[config.mk]
export PLATFORM = sky130hd
export DESIGN_NAME = cam_capture
export DESIGN_NICKNAME = d
export VERILOG_FILES = /design/src/rtl/cam_pkg.sv /design/src/rtl/cam_sync.sv /design/src/rtl/cam_capture.sv
export SDC_FILE = /design/constraint.sdc
export NUM_CORES = 1
export LEC_CHECK = 0
export CAP_MARGIN = 10
export CORE_ASPECT_RATIO = 1.4
export CORE_UTILIZATION = 55
export CTS_BUF_LIST = sky130_fd_sc_hd__clkbuf_8
export CTS_CLUSTER_DIAMETER = 50
export DETAILED_ROUTE_END_ITERATION = 12
export HOLD_SLACK_MARGIN = 0.05
export PLACE_DENSITY = 0.79
export SLEW_MARGIN = 20
export SYNTH_ARGS = -nofsm -noshare
export SYNTH_HDL_FRONTEND = slang
export SYNTH_SLANG_ARGS = --single-unit
export TNS_END_PERCENT = 50
[constraint.sdc]
create_clock -name clk -period 5.5 [get_ports clk]
set_input_delay 1.1 -clock clk [delete_from_list [all_inputs] [get_ports clk]]
set_output_delay 1.1 -clock clk [all_outputs]
set_load 0.005 [all_outputs]
[src/rtl/cam_pkg.sv]
// Shared definitions for the OV7670 capture block.
//   cam_state_e  : capture FSM state encoding (IDLE / WAIT_VS / ACTIVE)
//   FMT_*        : encoding of the fmt input (RGB565 vs xRGB444)
//   pack_pixel() : turns the two camera bytes of one pixel into 12-bit {R,G,B}
package cam_pkg;

  typedef enum logic [1:0] {
    ST_IDLE    = 2'd0,
    ST_WAIT_VS = 2'd1,
    ST_ACTIVE  = 2'd2
  } cam_state_e;

  localparam logic FMT_RGB565 = 1'b0;
  localparam logic FMT_RGB444 = 1'b1;

  localparam int PIX_W = 12;

  // RGB565 keeps the top 4 bits of each channel; xRGB444 already carries
  // 4 bits per channel with the upper nibble of the first byte unused.
  function automatic logic [PIX_W-1:0] pack_pixel(input logic       fmt,
                                                  input logic [7:0] hi,
                                                  input logic [7:0] lo);
    logic [PIX_W-1:0] px;
    if (fmt == FMT_RGB444) px = {hi[3:0], lo[7:4], lo[3:0]};
    else                   px = {hi[7:4], hi[2:0], lo[7], lo[4:1]};
    return px;
  endfunction

endpackage

[src/rtl/cam_sync.sv]
// Two-flop synchroniser with edge detection for a bundle of asynchronous
// inputs. Every bit goes through the same number of flops, so bits that
// change together at the source (pixel clock and data) stay aligned.
//   clk_i   : destination clock
//   rst_ni  : asynchronous active-low reset, clears all stages
//   async_i : asynchronous inputs
//   sync_o  : synchronised inputs
//   rise_o  : synchronised bit is high and its previous sample was low
//   fall_o  : synchronised bit is low and its previous sample was high
module cam_sync #(
  parameter int W = 1
) (
  input  logic         clk_i,
  input  logic         rst_ni,
  input  logic [W-1:0] async_i,
  output logic [W-1:0] sync_o,
  output logic [W-1:0] rise_o,
  output logic [W-1:0] fall_o
);

  logic [W-1:0] meta_q;
  logic [W-1:0] sync_q;
  logic [W-1:0] prev_q;

  always_ff @(posedge clk_i or negedge rst_ni) begin
    if (!rst_ni) begin
      meta_q <= '0;
      sync_q <= '0;
      prev_q <= '0;
    end else begin
      meta_q <= async_i;
      sync_q <= meta_q;
      prev_q <= sync_q;
    end
  end

  assign sync_o = sync_q;
  assign rise_o = sync_q & ~prev_q;
  assign fall_o = ~sync_q & prev_q;

endmodule

[src/rtl/cam_capture.sv]
// OV7670 frame capture into a frame buffer write port.
// The camera signals are oversampled in the system clock domain (clk must be
// at least 4x pclk). Two bytes form one pixel; every DECIM-th pixel of every
// DECIM-th line is written to consecutive frame-buffer addresses.
//   clk, rst_n          : system clock, asynchronous active-low reset
//   pclk, VS, HREF      : raw camera pixel clock, vsync, href (asynchronous)
//   incoming_data       : raw camera data byte
//   enable              : arm capture from the next frame start
//   fmt                 : 0 = RGB565, 1 = xRGB444
//   wr_en/wr_addr/wr_data : frame-buffer write port, wr_data = {R,G,B}
//   frame_done          : one-clk pulse when a captured frame ends
//   overflow            : sticky, a kept pixel was dropped because the buffer was full
//   busy                : FSM is in ACTIVE
module cam_capture
  import cam_pkg::*;
#(
  parameter int H_ACTIVE = 640,
  parameter int V_ACTIVE = 480,
  parameter int DECIM    = 1,   // 1, 2 or 4
  parameter int ADDR_W   = 19
) (
  input  logic              clk,
  input  logic              rst_n,
  input  logic              pclk,
  input  logic              VS,
  input  logic              HREF,
  input  logic [7:0]        incoming_data,
  input  logic              enable,
  input  logic              fmt,
  output logic              wr_en,
  output logic [ADDR_W-1:0] wr_addr,
  output logic [PIX_W-1:0]  wr_data,
  output logic              frame_done,
  output logic              overflow,
  output logic              busy
);

  localparam int SYNC_W = 11;
  localparam int XW     = $clog2(H_ACTIVE + 1);
  localparam int YW     = $clog2(V_ACTIVE + 1);

  // Counters saturate at the active size, so anything beyond it is ignored.
  localparam logic [XW-1:0]     X_LIM    = XW'(H_ACTIVE);
  localparam logic [YW-1:0]     Y_LIM    = YW'(V_ACTIVE);
  // DECIM is a power of two, so "x % DECIM == 0" is a mask test.
  localparam logic [XW-1:0]     X_MASK   = XW'(DECIM - 1);
  localparam logic [YW-1:0]     Y_MASK   = YW'(DECIM - 1);
  localparam logic [ADDR_W-1:0] ADDR_MAX = {ADDR_W{1'b1}};

  logic [SYNC_W-1:0] sync_s, rise_s, fall_s;

  cam_sync #(.W(SYNC_W)) u_sync (
    .clk_i   (clk),
    .rst_ni  (rst_n),
    .async_i ({pclk, VS, HREF, incoming_data}),
    .sync_o  (sync_s),
    .rise_o  (rise_s),
    .fall_o  (fall_s)
  );

  logic       pclk_rise, vs_rise, vs_fall, href_s, href_fall;
  logic [7:0] data_s;

  assign pclk_rise = rise_s[10];
  assign vs_rise   = rise_s[9];
  assign vs_fall   = fall_s[9];
  assign href_s    = sync_s[8];
  assign href_fall = fall_s[8];
  assign data_s    = sync_s[7:0];

  // Edges of the remaining bits are not needed.
  logic unused_edges;
  assign unused_edges = ^{rise_s[8:0], fall_s[10], fall_s[7:0], sync_s[10:9]};

  cam_state_e        state_q;
  logic              phase_q;
  logic [7:0]        hi_q;
  logic [XW-1:0]     x_q;
  logic [YW-1:0]     y_q;
  logic              full_q;
  logic              wr_en_q;
  logic [ADDR_W-1:0] wr_addr_q;
  logic [PIX_W-1:0]  wr_data_q;
  logic              frame_done_q;
  logic              overflow_q;

  logic pix_keep_d;
  assign pix_keep_d = (x_q < X_LIM) && (y_q < Y_LIM) &&
                      ((x_q & X_MASK) == '0) && ((y_q & Y_MASK) == '0);

  always_ff @(posedge clk or negedge rst_n) begin
    if (!rst_n) begin
      state_q      <= ST_IDLE;
      phase_q      <= 1'b0;
      hi_q         <= '0;
      x_q          <= '0;
      y_q          <= '0;
      full_q       <= 1'b0;
      wr_en_q      <= 1'b0;
      wr_addr_q    <= '0;
      wr_data_q    <= '0;
      frame_done_q <= 1'b0;
      overflow_q   <= 1'b0;
    end else begin
      wr_en_q      <= 1'b0;
      frame_done_q <= 1'b0;

      // The address advances in the cycle after each write; the last address
      // is kept and marks the buffer full instead of wrapping.
      if (wr_en_q) begin
        if (wr_addr_q == ADDR_MAX) full_q    <= 1'b1;
        else                       wr_addr_q <= wr_addr_q + ADDR_W'(1);
      end

      unique case (state_q)
        ST_IDLE: begin
          if (enable) state_q <= ST_WAIT_VS;
        end

        ST_WAIT_VS: begin
          if (!enable) begin
            state_q <= ST_IDLE;
          end else if (vs_fall) begin
            state_q    <= ST_ACTIVE;
            phase_q    <= 1'b0;
            x_q        <= '0;
            y_q        <= '0;
            wr_addr_q  <= '0;
            full_q     <= 1'b0;
            overflow_q <= 1'b0;
          end
        end

        ST_ACTIVE: begin
          if (pclk_rise && href_s) begin
            if (!phase_q) begin
              hi_q    <= data_s;
              phase_q <= 1'b1;
            end else begin
              phase_q <= 1'b0;
              if (x_q != X_LIM) x_q <= x_q + XW'(1);
              if (pix_keep_d) begin
                if (full_q) begin
                  overflow_q <= 1'b1;
                end else begin
                  wr_en_q   <= 1'b1;
                  wr_data_q <= pack_pixel(fmt, hi_q, data_s);
                end
              end
            end
          end else if (href_fall) begin
            // A byte left over from an odd-length line is dropped here.
            phase_q <= 1'b0;
            x_q     <= '0;
            if (y_q != Y_LIM) y_q <= y_q + YW'(1);
          end

          // A pixel completed in this same cycle is still written above.
          if (vs_rise) begin
            frame_done_q <= 1'b1;
            state_q      <= enable ? ST_WAIT_VS : ST_IDLE;
          end
        end

        default: state_q <= ST_IDLE;
      endcase
    end
  end

  assign wr_en      = wr_en_q;
  assign wr_addr    = wr_addr_q;
  assign wr_data    = wr_data_q;
  assign frame_done = frame_done_q;
  assign overflow   = overflow_q;
  assign busy       = (state_q == ST_ACTIVE);

endmodule

# Yosys cells after proc, flatten, opt, wreduce, memory -nomap -nowiden
# Cells that the tools add are included.
# Widths: inputs -> output; s select.
# word_totals
inputBits,15
elab_cells,104
ff_bits,98
# classes
n_mux,48
n_lt_le_gt_ge,2
add_sub_neg,3
bitwise_logic,6
n_eq_ne,20
n_reduce_logical,11
# ops
operator,count
$mux 19,5
$mux 10,6
$mux 9,5
$mux 1,22
$pmux 10 s2,1
$add 19x1->19 const B,1
$eq 19x19->1 const B,1
$pmux 9 s2,1
$ne 2x1->1 const B,7
$mux 12,1
$reduce_and 6->1,2
$and 11x11->11,1
$not 11->11,1
$add 10x1->10 const B,1
$and 10x10->10,1
$lt 10x10->1 const B,1
$ne 10x10->1 const B,1
$not 10->10,1
$add 9x1->9 const B,1
$lt 9x9->1 const B,1
$ne 9x9->1 const B,1
$mux 2,4
$ne 2x2->1 const B,4
$reduce_and 7->1,1
other kinds (14),19

# Depth between registers and ports, before layout
# logic_depth
depth_word,6
depth_mapped,7

# Modules after synthesis
# A second synthesis with hierarchy kept.
# unflattened
hier_cells,360
hier_area_um2,4300.4
# modules_own_cells
module,cells_each,seq_area_each_um2,area_each_um2,n_inst
cam_capture,305,1626.6,3281.9,1
cam_sync,55,825.8,1018.5,1

# Least setup slack after synthesis
# Ideal clock, no wire load.
# synth_path
path_type,input to register
from,input port enable
to,register x_q[0]
stages,4
slack_ns,3.435
arrival_time_ns,1.941
setup_ns,0.125
cell_sequence,and4b_1 clkbuf_1 a211oi_1 mux2_2
# synth_via
elab_chain_cells,2
# synth_lines
element,line,rtl
start: declaration,cam_capture.sv:28,"input logic enable,"
$ne 2x2->1 (no source line),n/a,
$reduce_and 6->1 (no source line),n/a,
end signal: assignment,cam_capture.sv:141,if (x_q != X_LIM) x_q <= x_q + XW'(1);
end: declaration,cam_capture.sv:78,logic [XW-1:0] x_q;
# Every way passes these cells.
# A chain may end at the register's enable or synchronous reset.

# Worst setup path in the final report
# layout_path
from,input port enable
to,register x_q[5]
# The elaborated chain is that of the path after synthesis.

==> metrics <==
residual DRC count 0; Post-Syn Nets 374; transition time of the tightest slew-check pin roughly 1.1 ns; max_slew headroom 0.2634; # H-tree levels 3; multi-input combinational cell area between 1500 and 2000 sq um; fraction of synthesized area in multiplexers 0.06244; ratio of cells with drive above 1 in the final layout 0.08354; wire length after detailed routing ~7.4 mm; Max Cap Violations 0; total power approximately 0.0014 W; Crit Reg-Reg Endpoint x_q[5]; final-layout fill cell count between 500 and 600; leakage power 2.040 nW; number of core rows 35; Die Span Y around 100 microns; IO buf count just under 50; share of the core filled with cells in the final layout 0.6902; CP max-delay cell sky130_fd_sc_hd__and4b_1; Synth Warn # 0; cell-by-cell listing of the critical path clkdlybuf4s50_1 -> and4b_1 -> a211oi_1 -> o21ai_0 -> o21ai_0; area taken by flip-flops and latches approximately 2300 sq um; worst min-delay path category flip-flop to flip-flop; kind of start point of the critical path input pin; TritonCTS clock tree built; Endpoint, Worst Hold u_sync.sync_o[10]; Cells after Synth between 300 and 400; average wire per cell in the routed design around 15 microns; Clock Tree Root sky130_fd_sc_hd__clkbuf_8; library cells used by synthesis 45; VDD IR-drop max 0.0002408 V; power per cell area 298.5 nW/um^2; number of cells traversed by the worst register-to-register path 5; floorplan core area 6700 sq um; via count roughly 2.8k; mean instance size in the synthesized netlist about 11 sq um; Placed Cells incl. Taps about 480; Die X-Extent 72.87 microns; last weighted congestion value of the routability-driven placer roughly 0.85; top library cells by usage in the layout, fill and taps aside sky130_fd_sc_hd__dfrtp_1 (90), sky130_fd_sc_hd__clkdlybuf4s50_1 (48), sky130_fd_sc_hd__nor2_1 (43); maximum fanout count along the critical path 29; global-route wire length before repair between 10 and 15 mm; crit-path most repeated cell sky130_fd_sc_hd__o21ai_0; adder and majority cell fraction of the synthesized area 0.01618; sequential share of the synthesized area 0.5823; number of diodes added for antenna fixing 0; Post-CTS Hold Buffers 0; status finished clean; RSZ-0062 raised after global routing false; final setup violation count 0; kind of end point of the critical path flip-flop; final critical-path share of the clock period 0.5306; setup slack of the most critical reg-to-reg path roughly 3.2 ns; Final Critical Period ~3 ns; clock slew at reported path FFs approximately 0.09 ns; number of clock buffers inserted by TritonCTS 9; Clock Sink Count 90; setup fix buffers added after clock tree synthesis 0; pin count of the biggest net entering global routing just over 90; Fin Clk Skew 0.01296 ns; area fraction in compound gates after synthesis 0.08800; die footprint 7376 sq um; count of state elements after synthesis 90; relative area change from synthesis to final layout 19.57%; Detailed Routing Iterations Pass 1 5; cell area after synthesis 3867 sq um; GRT overflow 0; most common flop cell mapped by yosys sky130_fd_sc_hd__dfrtp_1; post-CTS resize count 0; combinational family with the most area after synthesis simple AND/OR/NAND/NOR gates; starting utilization of the core area 0.5772; number of DRC markers in iteration 0 168; startpoint of the worst-slack reg-to-reg timing path u_sync.sync_o[9]; number of antenna violations at the first check in global routing 0; max frequency about 0.34 GHz; Top-Level Pins 50; max-slew violations 0; fraction of synthesis flops using an asynchronous set or reset pin 1.000; remaining number of nets flagged by the antenna check after routing 0; worst hold path cell count 0; xor-xnor portion of the synthesized cell area 0.03850; EDFF count, synth 0; HP Start u_sync.meta_q[10]; Hold Vio Cnt, Final 0; number of nets in the finished design roughly 420; Tot GR Track Use 0.2159; aggregate negative setup slack 0 ns; worst path required time ~5.7 ns; Post-Synth Simple-Gate Area 0.1876; category of the most critical setup path input pin to flip-flop; Vias per Instance roughly 5.6; clk buf depth 2; leading cell type in the layout, fill and taps excluded sky130_fd_sc_hd__dfrtp_1; data arrival time at the worst-slack endpoint 3.15 ns; via count of the first global-routing pass about 2.7k; largest stage delay on the critical path ~0.95 ns; post-detailed-placement half-perimeter wirelength between 5 and 6 mm; Cell Count, Final, Fillers Out roughly 500; clock insertion delay at the later pin of the skew report about 0.36 ns
==> through the flow <==
step           setup WS, ns  cell area [sq um]  hold slack [ns]
2_1_floorplan         3.435               3867           0.3312
3_3_place_gp          2.306               4415           0.3316
3_5_place_dp          2.259               4415           0.3355
4_1_cts               2.639               4621           0.3591
5_1_grt               2.449               4624           0.3605
6_report              2.582               4624           0.3552
==> synth_stat cells (all sizes together) (3+ instances only) <==
cell type | instances | area, sq um
nand4 | 12 | 75.07
o21ai | 19 | 95.09
mux2i | 14 | 140.1
or3 | 4 | 25.02
mux2 | 9 | 101.4
nor3b | 3 | 22.52
nor3 | 7 | 40.04
and4 | 3 | 26.28
xor2 | 7 | 61.31
a21oi | 24 | 120.1
nand3 | 13 | 65.06
inv | 7 | 26.28
nor2 | 43 | 161.4
dfrtp | 90 | 2252
nand2 | 25 | 93.84
clkbuf | 9 | 33.78
ha | 5 | 62.56
and3 | 13 | 86.33
nand2b | 4 | 25.02
xnor2 | 10 | 87.58
buf | 5 | 36.28
==> cells by family (layout without fill, tap and decap cells) <==
logic type / count (synthesis) / count (layout)
simple gates: 141 / 141
flops: 90 / 90
compound gates: 57 / 57
mux: 23 / 23
buf+inv: 21 / 74
xor+xnor: 17 / 17
fa+ha+maj: 5 / 5
==> critical path, delay by kind of cell <==
kind | cells | cell delay (ns)
compound gates | 3 | 0.59
buf+inv | 1 | 0.50
simple gates | 1 | 0.95
==> layout make-up <==
type	count	area share
clock inverter	7	0.01759
tap	92	0.02489
inverter	7	0.005682
multi-input combinational	243	0.3285
timing repair buffer	51	0.1096
clock buffer	9	0.02679
sequential	90	0.4870
==> power by group <==
part	total, W	leakage, nW	switching, W	internal [W]
clock	0.000443	0.103	0.000262	0.000181
combinational	0.000157	0.818	0.0000648	0.0000920
sequential	0.000781	1.12	0.0000602	0.000721
total	0.00138	2.04	0.000387	0.000994
==> layer usage <==
| layer | up-vias | GRT usage | wire (microns) |
|---|---|---|---|
| met5 | - | 0 | 0 |
| met4 | 0 | 0.1056 | 142 |
| met3 | 13 | 0.04478 | 306 |
| met2 | 75 | 0.3595 | 3730 |
| met1 | 1365 | 0.2673 | 3175 |
| li1 | 1338 | - | - |
==> registers in the layout, indices dropped and copies added, names as in the netlist <==
signal	count
state_q	2
frame_done	1
u_sync.meta_q	11
phase_q	1
wr_data	12
overflow	1
u_sync.sync_o	11
hi_q	8
y_q	9
full_q	1
u_sync.prev_q	3
x_q	10
wr_addr	19
wr_en	1
==> worst max path at each step <==
| stage | from | to | slack, ns |
|---|---|---|---|
| 6_report | enable | x_q[5] | 2.58 |
| 4_1_cts | enable | x_q[5] | 2.64 |
| 3_5_place_dp | enable | x_q[5] | 2.26 |
| 2_1_floorplan | enable | x_q[0] | 3.43 |
| 3_3_place_gp | enable | x_q[0] | 2.31 |
| 5_1_grt | enable | x_q[3] | 2.45 |
Note: power is estimated with default switching activity, not from simulation.
